==> src/rtl/prbs15_pattern_gen_if.sv <==
`default_nettype none
// ============================================================================
//  Module   : prbs15_pattern_gen_if
//  Purpose  : Request/stream bundle between a sequencer (master) and the
//             PRBS-15 pattern generator (slave).
//  Signals  : start    - single-cycle request to begin a sequence
//             pattern  - 32-bit pattern word, latched on an accepted start
//             n_rep    - pattern repetition count, latched on accepted start
//             out_PRBS - byte stream towards the pattern detector
//             out_valid- out_PRBS carries a valid byte
//             busy     - generator is not idle
//             done     - one-cycle pulse after the last PRBS byte
//  Revision : 1.0  initial release
// ============================================================================
interface prbs15_pattern_gen_if;
  logic        start;
  logic [31:0] pattern;
  logic [7:0]  n_rep;
  logic [7:0]  out_PRBS;
  logic        out_valid;
  logic        busy;
  logic        done;

  // Requesting side: drives the request, observes the stream.
  modport master (
    output start,
    output pattern,
    output n_rep,
    input  out_PRBS,
    input  out_valid,
    input  busy,
    input  done
  );

  // Generator side.
  modport slave (
    input  start,
    input  pattern,
    input  n_rep,
    output out_PRBS,
    output out_valid,
    output busy,
    output done
  );
endinterface
`default_nettype wire

==> src/rtl/prbs15_pattern_gen.sv <==
`default_nettype none
// ============================================================================
//  Module   : prbs15_pattern_gen
//  Purpose  : Stimulus source for the pattern detector. On an accepted start
//             it emits a latched 32-bit pattern (MSB byte first) n_rep times,
//             followed by PRBS_BYTES bytes of PRBS-15 (x^15+x^14+1) data,
//             then pulses done for one cycle and returns to idle.
//  Ports    : clk  - system clock, rising edge
//             rst  - asynchronous, active-high reset
//             bus  - prbs15_pattern_gen_if.slave (start, pattern, n_rep in;
//                    out_PRBS, out_valid, busy, done out; all registered)
//  Params   : PRBS_SEED  - LFSR load value on every start (non-zero)
//             PRBS_BYTES - PRBS bytes emitted after the pattern phase
//  Revision : 1.0  initial release
// ============================================================================
module prbs15_pattern_gen #(
  parameter logic [14:0] PRBS_SEED  = 15'h7FFF,
  parameter logic [15:0] PRBS_BYTES = 16'd16
) (
  input  logic                        clk,
  input  logic                        rst,
  prbs15_pattern_gen_if.slave         bus
);

  typedef enum logic [1:0] {
    IDLE    = 2'd0,
    PATTERN = 2'd1,
    PRBS    = 2'd2,
    DONE    = 2'd3
  } state_t;

  // --------------------------------------------------------------------------
  // State and datapath registers (_q) with their next values (_d)
  // --------------------------------------------------------------------------
  state_t      state_q,   state_d;
  logic [31:0] pat_q,     pat_d;
  logic [7:0]  nrep_q,    nrep_d;
  logic [1:0]  idx_q,     idx_d;
  logic [7:0]  rep_q,     rep_d;
  logic [15:0] cnt_q,     cnt_d;
  logic [14:0] lfsr_q,    lfsr_d;
  logic [7:0]  out_q,     out_d;
  logic        valid_q,   valid_d;
  logic        busy_q,    busy_d;
  logic        done_q,    done_d;

  // --------------------------------------------------------------------------
  // Eight LFSR bit-steps unrolled into one clock. Each step's feedback bit is
  // also the output bit; shifting it in from the LSB leaves the first
  // generated bit in position 7 after eight steps.
  // --------------------------------------------------------------------------
  function automatic logic [22:0] lfsr_step8(input logic [14:0] r_in);
    logic [14:0] r;
    logic [7:0]  b;
    logic        fb;
    r = r_in;
    b = 8'h00;
    for (int i = 0; i < 8; i++) begin
      fb = r[14] ^ r[13];
      r  = {r[13:0], fb};
      b  = {b[6:0], fb};
    end
    return {r, b};
  endfunction

  logic [14:0] lfsr_next;
  logic [7:0]  prbs_byte;

  assign {lfsr_next, prbs_byte} = lfsr_step8(lfsr_q);

  // Byte of the latched pattern selected by the byte index, MSB byte first.
  logic [7:0] pat_byte;

  always_comb begin
    pat_byte = 8'h00;
    case (idx_q)
      2'd0:    pat_byte = pat_q[31:24];
      2'd1:    pat_byte = pat_q[23:16];
      2'd2:    pat_byte = pat_q[15:8];
      default: pat_byte = pat_q[7:0];
    endcase
  end

  // Last pattern byte: index at 3 and rep counter at n_rep-1. n_rep=0 never
  // enters PATTERN, so the subtraction cannot underflow here.
  logic last_pat_byte;
  assign last_pat_byte = (idx_q == 2'd3) && (rep_q == (nrep_q - 8'd1));

  // --------------------------------------------------------------------------
  // Next-state and next-output logic
  // --------------------------------------------------------------------------
  always_comb begin
    state_d = state_q;
    pat_d   = pat_q;
    nrep_d  = nrep_q;
    idx_d   = idx_q;
    rep_d   = rep_q;
    cnt_d   = cnt_q;
    lfsr_d  = lfsr_q;
    out_d   = 8'h00;
    valid_d = 1'b0;
    busy_d  = busy_q;
    done_d  = 1'b0;

    case (state_q)
      IDLE: begin
        busy_d = 1'b0;
        if (bus.start) begin
          pat_d   = bus.pattern;
          nrep_d  = bus.n_rep;
          lfsr_d  = PRBS_SEED;
          idx_d   = 2'd0;
          rep_d   = 8'd0;
          cnt_d   = 16'd0;
          busy_d  = 1'b1;
          state_d = (bus.n_rep != 8'd0) ? PATTERN : PRBS;
        end
      end

      PATTERN: begin
        out_d   = pat_byte;
        valid_d = 1'b1;
        if (idx_q == 2'd3) begin
          idx_d = 2'd0;
          rep_d = rep_q + 8'd1;
          if (last_pat_byte) begin
            state_d = PRBS;
          end
        end else begin
          idx_d = idx_q + 2'd1;
        end
      end

      PRBS: begin
        // The cycle after the final PRBS byte issues the done pulse, so that
        // the DONE state coincides with done being visible on the outputs
        // and a start in that cycle is ignored.
        if (cnt_q == PRBS_BYTES) begin
          state_d = DONE;
          done_d  = 1'b1;
          busy_d  = 1'b0;
        end else begin
          out_d   = prbs_byte;
          valid_d = 1'b1;
          lfsr_d  = lfsr_next;
          cnt_d   = cnt_q + 16'd1;
        end
      end

      DONE: begin
        busy_d  = 1'b0;
        state_d = IDLE;
      end

      default: begin
        busy_d  = 1'b0;
        state_d = IDLE;
      end
    endcase
  end

  // --------------------------------------------------------------------------
  // Registers
  // --------------------------------------------------------------------------
  always_ff @(posedge clk or posedge rst) begin
    if (rst) begin
      state_q <= IDLE;
      pat_q   <= 32'h0000_0000;
      nrep_q  <= 8'd0;
      idx_q   <= 2'd0;
      rep_q   <= 8'd0;
      cnt_q   <= 16'd0;
      lfsr_q  <= PRBS_SEED;
      out_q   <= 8'h00;
      valid_q <= 1'b0;
      busy_q  <= 1'b0;
      done_q  <= 1'b0;
    end else begin
      state_q <= state_d;
      pat_q   <= pat_d;
      nrep_q  <= nrep_d;
      idx_q   <= idx_d;
      rep_q   <= rep_d;
      cnt_q   <= cnt_d;
      lfsr_q  <= lfsr_d;
      out_q   <= out_d;
      valid_q <= valid_d;
      busy_q  <= busy_d;
      done_q  <= done_d;
    end
  end

  assign bus.out_PRBS  = out_q;
  assign bus.out_valid = valid_q;
  assign bus.busy      = busy_q;
  assign bus.done      = done_q;

endmodule
`default_nettype wire

==> src/flat_wrapper.sv <==
// flat-port wrapper written by rule: the top's interface ports become plain ports
module prbs15_pattern_gen_flat 
#(
  parameter logic [14:0] PRBS_SEED  = 15'h7FFF,
  parameter logic [15:0] PRBS_BYTES = 16'd16
)
  (clk, rst, bus_start, bus_pattern, bus_n_rep, bus_out_PRBS, bus_out_valid, bus_busy, bus_done);
  prbs15_pattern_gen_if bus_i ();
  input  logic clk;
  input  logic rst;
  input wire logic [$bits(bus_i.start)-1:0] bus_start;
  input wire logic [$bits(bus_i.pattern)-1:0] bus_pattern;
  input wire logic [$bits(bus_i.n_rep)-1:0] bus_n_rep;
  output wire logic [$bits(bus_i.out_PRBS)-1:0] bus_out_PRBS;
  output wire logic [$bits(bus_i.out_valid)-1:0] bus_out_valid;
  output wire logic [$bits(bus_i.busy)-1:0] bus_busy;
  output wire logic [$bits(bus_i.done)-1:0] bus_done;
  assign bus_i.start = bus_start;
  assign bus_i.pattern = bus_pattern;
  assign bus_i.n_rep = bus_n_rep;
  assign bus_out_PRBS = bus_i.out_PRBS;
  assign bus_out_valid = bus_i.out_valid;
  assign bus_busy = bus_i.busy;
  assign bus_done = bus_i.done;
  prbs15_pattern_gen #(.PRBS_SEED(PRBS_SEED), .PRBS_BYTES(PRBS_BYTES)) u_core (.clk(clk), .rst(rst), .bus(bus_i));
endmodule
==> config.mk <==
export PLATFORM = sky130hd
export DESIGN_NAME = prbs15_pattern_gen_flat
export DESIGN_NICKNAME = d
export VERILOG_FILES = /design/src/rtl/prbs15_pattern_gen_if.sv /design/src/rtl/prbs15_pattern_gen.sv /design/src/flat_wrapper.sv
export SDC_FILE = /design/constraint.sdc
export NUM_CORES = 1
export LEC_CHECK = 0
export BUFFER_PORTS_ARGS = -buffer_cell sky130_fd_sc_hd__buf_2
export CAP_MARGIN = 20
export CORE_UTILIZATION = 53
export DETAILED_ROUTE_END_ITERATION = 10
export PLACE_DENSITY = 0.83
export SETUP_SLACK_MARGIN = 0.5
export SLEW_MARGIN = 10
export SYNTH_ARGS = -nofsm -noshare
export SYNTH_HDL_FRONTEND = slang
export SYNTH_SLANG_ARGS = --single-unit
export TNS_END_PERCENT = 1
==> constraint.sdc <==
create_clock -name clk -period 2.7 [get_ports clk]
set_input_delay 0.405 -clock clk [delete_from_list [all_inputs] [get_ports clk]]
set_output_delay 0.405 -clock clk [all_outputs]
set_load 0.005 [all_outputs]
Yosys cells after proc, flatten, opt, wreduce, memory -nomap -nowiden:

Cells that the tools add are included.

* bits in registers: 94
* input port bits: 43

* add/sub/neg operators: 4
* equal/unequal tests: 13
* multiplexer cells: 28
* bitwise logic cells: 8
* reductions and logical operators: 13

Operator list (count)
* 2-to-1 mux 16 bit: 2
* case mux 16 bit (2 select lines): 1
* case mux 8 bit (2 select lines): 2
* 2-to-1 mux 15 bit: 2
* case mux 15 bit (2 select lines): 1
* 2-to-1 mux 8 bit: 3
* case mux 8 bit (3 select lines): 1
* adder 16 x 1 -> 16 bit (second input constant): 1
* equality test 16 x 5 -> 1 bit (second input constant): 1
* 2-to-1 mux 2 bit: 7
* adder 8 x 1 -> 8 bit (second input constant): 1
* equality test 2 bit (second input constant): 4
* equality test 8 bit: 1
* case mux 2 bit (4 select lines): 1
* nonzero test 8 bit: 1
* subtractor 8 x 1 -> 8 bit (second input constant): 1
* XOR 1 bit: 8
* inequality test 2 x 1 -> 1 bit (second input constant): 3
* AND reduction 2 bit: 3
* AND reduction 3 bit: 2
* 2-to-1 mux 1 bit: 5
* equality test 2 x 1 -> 1 bit (second input constant): 2
* logical NOT 2 bit: 2
* inequality test 2 bit (second input constant): 2
* 8 further kinds: 9

Longest topological paths before layout:

Gate-level depths: netlist (run 1).

* word-level depth: 6
* gate-level depth with buffers: 10

Least setup slack after synthesis (run 1):

Ideal clock, no wire load.

* path type: reg2reg
* from: register u_core.nrep_q[0]
* to: register u_core.state_q[1]
* data arrival time: 1870 ps
* data required time: 2575 ps
* setup slack: 705 ps
* stages on the path, launching flop included: 9
* path buffers: 0
* path through: dfrtp_1 > inv_1 > ha_1 > nand2b_1 > a21oi_1 > a311oi_1 > a211oi_1 > nor4_4 > mux2_4

* word-level cells in the longest chain between the ends: 5

Ends and longest elaborated chain
* start: declaration: line prbs15_pattern_gen.sv:37 `logic [7:0] nrep_q, nrep_d;`
* start signal: assignment: line prbs15_pattern_gen.sv:181 `nrep_q <= nrep_d;`
* subtractor 8 x 1 -> 8 bit: line prbs15_pattern_gen.sv:87 `assign last_pat_byte = (idx_q == 2'd3) && (rep_q == (nrep_q - 8'd1));`
* equality test 8 bit: line prbs15_pattern_gen.sv:87
* logical AND 1 bit: line prbs15_pattern_gen.sv:87
* inequality test 2 x 1 -> 1 bit (no source line)
* AND reduction 4 bit (no source line)
* end signal: assignment: line prbs15_pattern_gen.sv:179 `state_q <= state_d;`
* end: declaration: line prbs15_pattern_gen.sv:35 `state_t state_q, state_d;`

Every way passes these cells.
A chain may end at the register's enable or synchronous reset.

Final worst setup path (run 1):

Ends and elaborated chain as after synthesis.

==> flow_metrics.tcl, run 1 <==
set metrics [dict create \
    fin_cells 594 \
    ys_seq_area_share_pct 51.00 \
    grt_usage_pct 22.16 \
    slew_violations 0 \
    dpl-instance-area_um2 5035 \
    min-delay-path-class "input port to async pin" \
    cts_tree "built" \
    syn_avg_cell_area_um2 10.84 \
    synth_top_area_cell "dfrtp_1" \
    vias_per_cell 5.785 \
    grt_max_degree 95 \
    syn_to_final_growth_pct 12.78 \
    drtIter0Drc 149 \
    routed_wl_um 9487 \
    grt_pass1_wl_um 15530 \
    fin_area_um2 5244 \
    required_ns 2.96 \
    grt_antenna_before_repair 0 \
    cts_made_buffers 9 \
    worstPathMaxFanout 7 \
    synth_nets 484 \
    ys_ff_latch 94 \
    die_width_um 95.66 \
    relSlewSlack_pct 64.37 \
    vias 3436 \
    fp.dieH_um 95.66 \
    finalHoldViolCount 0 \
    final_cell_mix "dfrtp_1 (79), buf_2 (53), mux2_2 (40)" \
    cellLeakagePower_nw 2.293 \
    clkLatencyLatePin_ns 0.37 \
    clk_pin_slew_worst_paths_ns 0.10 \
    crit_type "flip-flop to flip-flop" \
    drc 0 \
    mostFrequentLayoutCell "dfrtp_1" \
    coreArea_um2 8341 \
    clockRootBuffer "clkbuf_8" \
    drtPass1Iterations 4 \
    rsz0062_at_grt "true" \
    fmax_mhz 465.2 \
    power.density_nw_per_um2 1056 \
    h-tree-depth 3 \
    status "completed" \
    power_frac_comb_pct 41.2 \
    fin_total_pwr_w 0.005537 \
    maxCapViolations 0 \
    yosys_warnings 0 \
    place_inst 577 \
    diodes 0 \
    worst_pin_slew_ns 0.5344 \
    intPower_w 0.003376 \
    finalSetupTns_ns 0 \
    swShare_pct 39.03 \
    cp_data_arrival_time_ns 2.40 \
    async_reset_ff_share_pct 100.0 \
    overflow 0 \
    nets 539 \
    final-setup-viol-count 0 \
    critPathCaptureType "flip-flop" \
    power_frac_seq_pct 42.1 \
    startpoint_type "flip-flop" \
    grt_pass1_vias 3352 \
    drive_gt1_share_pct 32.52 \
    reg2regPathDepth 8 \
    synth_edf_count 0 \
    nFillCells 651 \
    synth_area_um2 4649 \
    p_switching_w 0.002161 \
    numPortBuffers 53 \
    synth_ff_type "dfrtp_1" \
    gp_congestion 0.8628 \
    hpwlAfterDp_um 6604 \
    cts_max_path_buffers 2 \
    p_clk_share_pct 16.7 \
    irDropWorstVdd_mv 0.5026 \
    min_period_over_period_pct 79.61 \
    pin_count 54 \
    ys_types 58 \
    fin_worst_skew_ns 0.01137 \
    synth_cells 429 \
    cts_sinks 94 \
    synth_area_leaders "dfrtp_1 (43%), mux2_2 (9.7%), dfstp_2 (8.5%)" \
    period_minus_slack_ns 2.149 \
    start_util_pct 55.75 \
    die-area_um2 9151 \
    placementRows 33 \
    wire_per_inst_um 15.97 \
    yosysTopAreaCellShare_pct 42.52 \
    ant_nets 0 \
]
[layout make-up]
type                    count  area [µm²]  area share (%)
clock buffers               9       123.9           2.362
inverters                  14       56.30           1.074
flip-flops and latches     94        2371           45.22
clock inverters             7       70.07           1.336
well taps                 105       131.4           2.505
repair buffers             65       367.9           7.015
multi-input cells         300        2123           40.49
[synthesized netlist by cell type (7+ instances only)]
| cell | number |
|---|---|
| dfrtp_1 | 79 |
| mux2_2 | 40 |
| nor2_1 | 39 |
| nand2_1 | 36 |
| o21ai_1 | 19 |
| xnor2_1 | 19 |
| dfstp_2 | 15 |
| a21oi_1 | 14 |
| o21ai_0 | 14 |
| ha_1 | 12 |
| inv_1 | 12 |
| nor3_1 | 12 |
| a31oi_1 | 10 |
| xor2_1 | 10 |
| nand3_1 | 9 |
| a222oi_1 | 8 |
| buf_1 | 7 |
| nand4_1 | 7 |
[worst max-delay path, cell delays in order (launching register included)]
cell	delay, ns
dfrtp_1	0.42
inv_1	0.11
ha_2	0.25
nand2b_1	0.14
a21oi_1	0.07
a311oi_1	0.26
a211oi_1	0.12
nor4_4	0.35
mux2_4	0.33
[power groups by stage]
stage	logic, W	registers, W	clock network [W]
5_1_grt	0.00252	0.00239	0.00100
3_5_place_dp	0.00223	0.00235	0
4_1_cts	0.00227	0.00232	0.000937
3_3_place_gp	0.00216	0.00231	0
6_report	0.00228	0.00233	0.000922
2_1_floorplan	0.00178	0.00223	0
[timing repair]
item                                    4_1_cts  5_1_grt
gates resized for setup                       1        2
endpoints found under the setup margin        3        9
hold buffers                                  0        0
setup buffers                                 1        0
[final timing paths]
kind	end	slack [ns]	startpoint
setup / recovery	u_core.state_q[1]$_DFFE_PP0P_	0.55	u_core.nrep_q[0]$_DFFE_PP0P_
max in group asynchronous	u_core.lfsr_q[12]$_DFFE_PP1P_	2.15	rst
setup reg to reg	u_core.state_q[1]$_DFFE_PP0P_	0.55	u_core.nrep_q[0]$_DFFE_PP0P_
hold reg to reg	u_core.lfsr_q[14]$_DFFE_PP1P_	0.48	u_core.lfsr_q[14]$_DFFE_PP1P_
hold / removal	u_core.rep_q[5]$_DFFE_PP0P_	0.15	rst
min in group clk	u_core.pat_q[8]$_DFFE_PP0P_	0.25	bus_pattern[8]
[per-stage QoR]
step           util, %  hold slack, ns  worst slack [ns]
3_5_place_dp     60.37          0.4745            0.2780
2_1_floorplan        -          0.4421            0.7048
3_3_place_gp     60.37          0.4501            0.4717
5_1_grt          62.87          0.1782            0.4189
4_1_cts          62.81          0.1816            0.5189
6_report         62.87          0.1504            0.5505
[routing by layer]
layer	global-route usage (%)	vias up	wire length (µm)
met5	0	-	0
met4	8.209	0	193
met3	5.024	18	390
met2	35.30	82	4686
met1	29.65	1700	4216
li1	-	1636	-
[logic make-up (layout without fill, tap and decap cells)]
kind of cell    after synthesis  in the layout  share of synthesized area (%)
xor+xnor                     29             29                          5.463
mux                          43             43                          10.44
fa+ha+maj                    12             12                          3.229
compound gates               79             79                          11.01
simple gates                137            137                          15.37
flops                        94             94                          51.00
buf+inv                      35             95                          3.498
[flip-flops by register name (all words and copies together) (netlist names)]
register and flops:
u_core.rep_q 8, u_core.lfsr_q 15, u_core.nrep_q 8, u_core.bus.done 1, u_core.pat_q 32, u_core.bus.out_valid 1
u_core.cnt_q 16, u_core.bus.busy 1, u_core.state_q 2, u_core.bus.out_PRBS 8, u_core.idx_q 2
No activity file was read; power rests on OpenSTA's default activity.
==> run 2, diff against run 1 <==
ABC_AREA = 1   (was default)
clock period = 1.7 ns   (was 2.7 ns; I/O delays follow)
==> run 2 against run 1 <==
The flow now finishes with violations (DRC, setup timing). Clock power increased by 61%. Clock skew decreased by 0.00061 ns. Critical path type unchanged. Critical path depth increased by 3. Wire length increased by 19%. Die area increased by 5.3%. Largest cell class unchanged. Setup slack got worse by 0.60 ns.
==> flow_metrics.tcl, run 2 <==
set metrics [dict create \
    fin_cells 740 \
    relSlewSlack_pct 74.57 \
    rsz0062_at_grt "true" \
    worst_pin_slew_ns 0.3779 \
    rr_startpoint "u_core.state_q[0]$_DFFE_PP0P_" \
    crit_type "flip-flop to flip-flop" \
    maxCapViolations 0 \
    mostFrequentLayoutCell "nand2_1" \
    drc 1 \
    pre_cts_ws_ns -0.1020 \
    grt_antenna_before_repair 0 \
    numPortBuffers 53 \
    fin_worst_skew_ns 0.01077 \
    reg2regPathDepth 11 \
    synth_area_leaders "dfrtp_1 (40%), nand2_1 (9.1%), dfstp_2 (8.0%)" \
    slew_violations 0 \
    ant_nets 0 \
    die-area_um2 9635 \
    cellLeakagePower_nw 2.740 \
    layout_setup_ws_ns -0.04742 \
    hp-start "bus_pattern[7]" \
    synth_nets 602 \
    grt_usage_pct 24.94 \
    drtPass1Iterations 10 \
    drive_gt1_share_pct 32.28 \
    wire_per_inst_um 15.28 \
    start_util_pct 55.39 \
    grt_max_degree 52 \
    h-tree-depth 3 \
    ys_ff_latch 94 \
    pin_count 54 \
    die_width_um 98.16 \
    regMostFlops "u_core.pat_q" \
    gp_congestion 0.8894 \
    period_minus_slack_ns 1.747 \
    synth_common_cells "nand2_1 (119), dfrtp_1 (79), nor2_1 (54)" \
    ys_types 39 \
    clockRootBuffer "clkbuf_8" \
    top_regs "u_core.pat_q: 32 flops, u_core.cnt_q: 16 flops, u_core.lfsr_q: 15 flops" \
    cts_tree "built" \
    vias 4126 \
    required_ns 1.98 \
    diodes 0 \
    cp_data_arrival_time_ns 2.02 \
    min_period_over_period_pct 102.8 \
    status "finished, violations left" \
    ys_seq_area_share_pct 48.38 \
    min-delay-path-class "input port to flip-flop" \
    synth.most_common_cell "nand2_1" \
    routed_wl_um 11310 \
    power.density_nw_per_um2 1631 \
    yosysTopAreaCellShare_pct 40.34 \
    async_reset_ff_share_pct 100.0 \
    clk_pin_slew_worst_paths_ns 0.11 \
    synth_ff_type "dfrtp_1" \
    yosys_warnings 0 \
    grt_pass1_wl_um 19140 \
    placementRows 34 \
    final-setup-viol-count 4 \
    vias_per_cell 5.576 \
    r2r_slack_ns -0.05 \
    synth_cells 547 \
    place_inst 722 \
    hpwlAfterDp_um 8033 \
    synth_top_area_cell "dfrtp_1" \
    dpl-instance-area_um2 5503 \
    final_cell_mix "nand2_1 (115), dfrtp_1 (78), buf_2 (53)" \
    final_util_pct 65.98 \
    cts_max_path_buffers 2 \
    fin_area_um2 5838 \
    syn_to_final_growth_pct 19.12 \
    r2r_end "u_core.rep_q[4]$_DFFE_PP0P_" \
    syn_avg_cell_area_um2 8.960 \
    fmax_mhz 572.3 \
    coreArea_um2 8848 \
    finalHoldViolCount 0 \
    cts_made_buffers 9 \
    holdPathStages 2 \
    violations "DRC, setup timing" \
    worstPathMaxFanout 5 \
    worstHoldEndpoint "u_core.pat_q[7]$_DFFE_PP0P_" \
    grt_pass1_vias 4148 \
    drtIter0Drc 192 \
    fin_total_pwr_w 0.009522 \
    clkLatencyLatePin_ns 0.37 \
    startpoint_type "flip-flop" \
    fp.dieH_um 98.16 \
    irDropWorstVdd_mv 0.8929 \
    synth_edf_count 0 \
    synth_area_um2 4901 \
    overflow 0 \
    cts_sinks 94 \
    critPathCaptureType "flip-flop" \
    largest_reg_flops 32 \
    nets 682 \
]
-- run 2: changes by cell type after synthesis, moves of 6 or more --
cell	before	now
nor3_1	12	6
nand2_1	36	119
o21ai_2	1	10
a222oi_1	8	0
inv_1	12	43
nor2_1	39	54
o21ai_1	19	5
xnor2_1	19	5
a21oi_1	14	21
mux2_2	40	34
o21ai_0	14	32
nand3_1	9	29
-- run 2: cell families (layout without fill, tap and decap cells) --
logic type | after synthesis | after routing | synth area share, %
simple gates | 236 | 236 | 21.29
flops | 94 | 94 | 48.38
compound gates | 86 | 86 | 10.36
buf+inv | 67 | 152 | 5.872
mux | 34 | 34 | 7.812
xor+xnor | 18 | 18 | 3.217
fa+ha+maj | 12 | 12 | 3.063
-- run 2: per-layer routing --
layer	vias up	track usage [%]	wire length (µm)
met5	-	0	0
met4	0	10.56	252
met3	23	5.225	697
met2	133	40.74	5535
met1	1993	32.36	4824
li1	1977	-	-
-- run 2: area by class of cell --
| type | instances | area (µm²) |
|---|---|---|
| inverter | 48 | 191.4 |
| sequential | 94 | 2372 |
| clock inverter | 7 | 73.82 |
| multi-input combinational | 386 | 2357 |
| clock buffer | 9 | 123.9 |
| timing repair buffer | 88 | 584.3 |
| tap | 108 | 135.1 |
| fill | 697 | 3010 |
-- run 2: report_power, final --
group	leakage, nW	internal (W)	switching (W)
clock network	0.101	0.000580	0.000895
registers	1.16	0.00320	0.000586
logic	1.48	0.00186	0.00241
total	2.74	0.00563	0.00389
-- run 2: per-stage QoR --
stage / hold slack [ns] / setup TNS, ns
after global routing: 0.09029 / -1.695
after CTS: 0.09578 / 0
after global placement: 0.2326 / 0
after detailed placement: 0.2385 / -0.9738
final: 0.1083 / -0.05780
after floorplan: 0.3897 / 0
-- run 2: worst max path at each step --
stage / start / depth (start not counted) / end
global placement: u_core.state_q[0]$_DFFE_PP0P_ / 11 / u_core.rep_q[6]$_DFFE_PP0P_
floorplan: u_core.state_q[1]$_DFFE_PP0P_ / 11 / u_core.rep_q[7]$_DFFE_PP0P_
global route: u_core.state_q[0]$_DFFE_PP0P_ / 12 / u_core.rep_q[6]$_DFFE_PP0P_
finish: u_core.state_q[0]$_DFFE_PP0P_ / 11 / u_core.rep_q[4]$_DFFE_PP0P_
CTS: u_core.nrep_q[1]$_DFFE_PP0P_ / 14 / u_core.state_q[1]$_DFFE_PP0P_
detailed placement: u_core.state_q[0]$_DFFE_PP0P_ / 11 / u_core.rep_q[4]$_DFFE_PP0P_
-- run 2: critical path, stage by stage, from the launching register on --
cell	delay [ns]
dfrtp_2	0.46
inv_2	0.09
ha_4	0.19
nand2_4	0.09
o21ai_4	0.08
nand2_2	0.10
inv_2	0.07
nand3_2	0.07
buf_4	0.15
nor2_1	0.10
nor2_1	0.05
nor3_1	0.20
-- run 2: timing repair --
action | 4_1_cts | 5_1_grt
setup endpoints to repair | 94 | 94
pin swaps | 2 | 8
resized for setup | 18 | 19
buffers inserted | 1 | 0
hold buffers | 1 | 0
hold endpoints to repair | 9 | 0
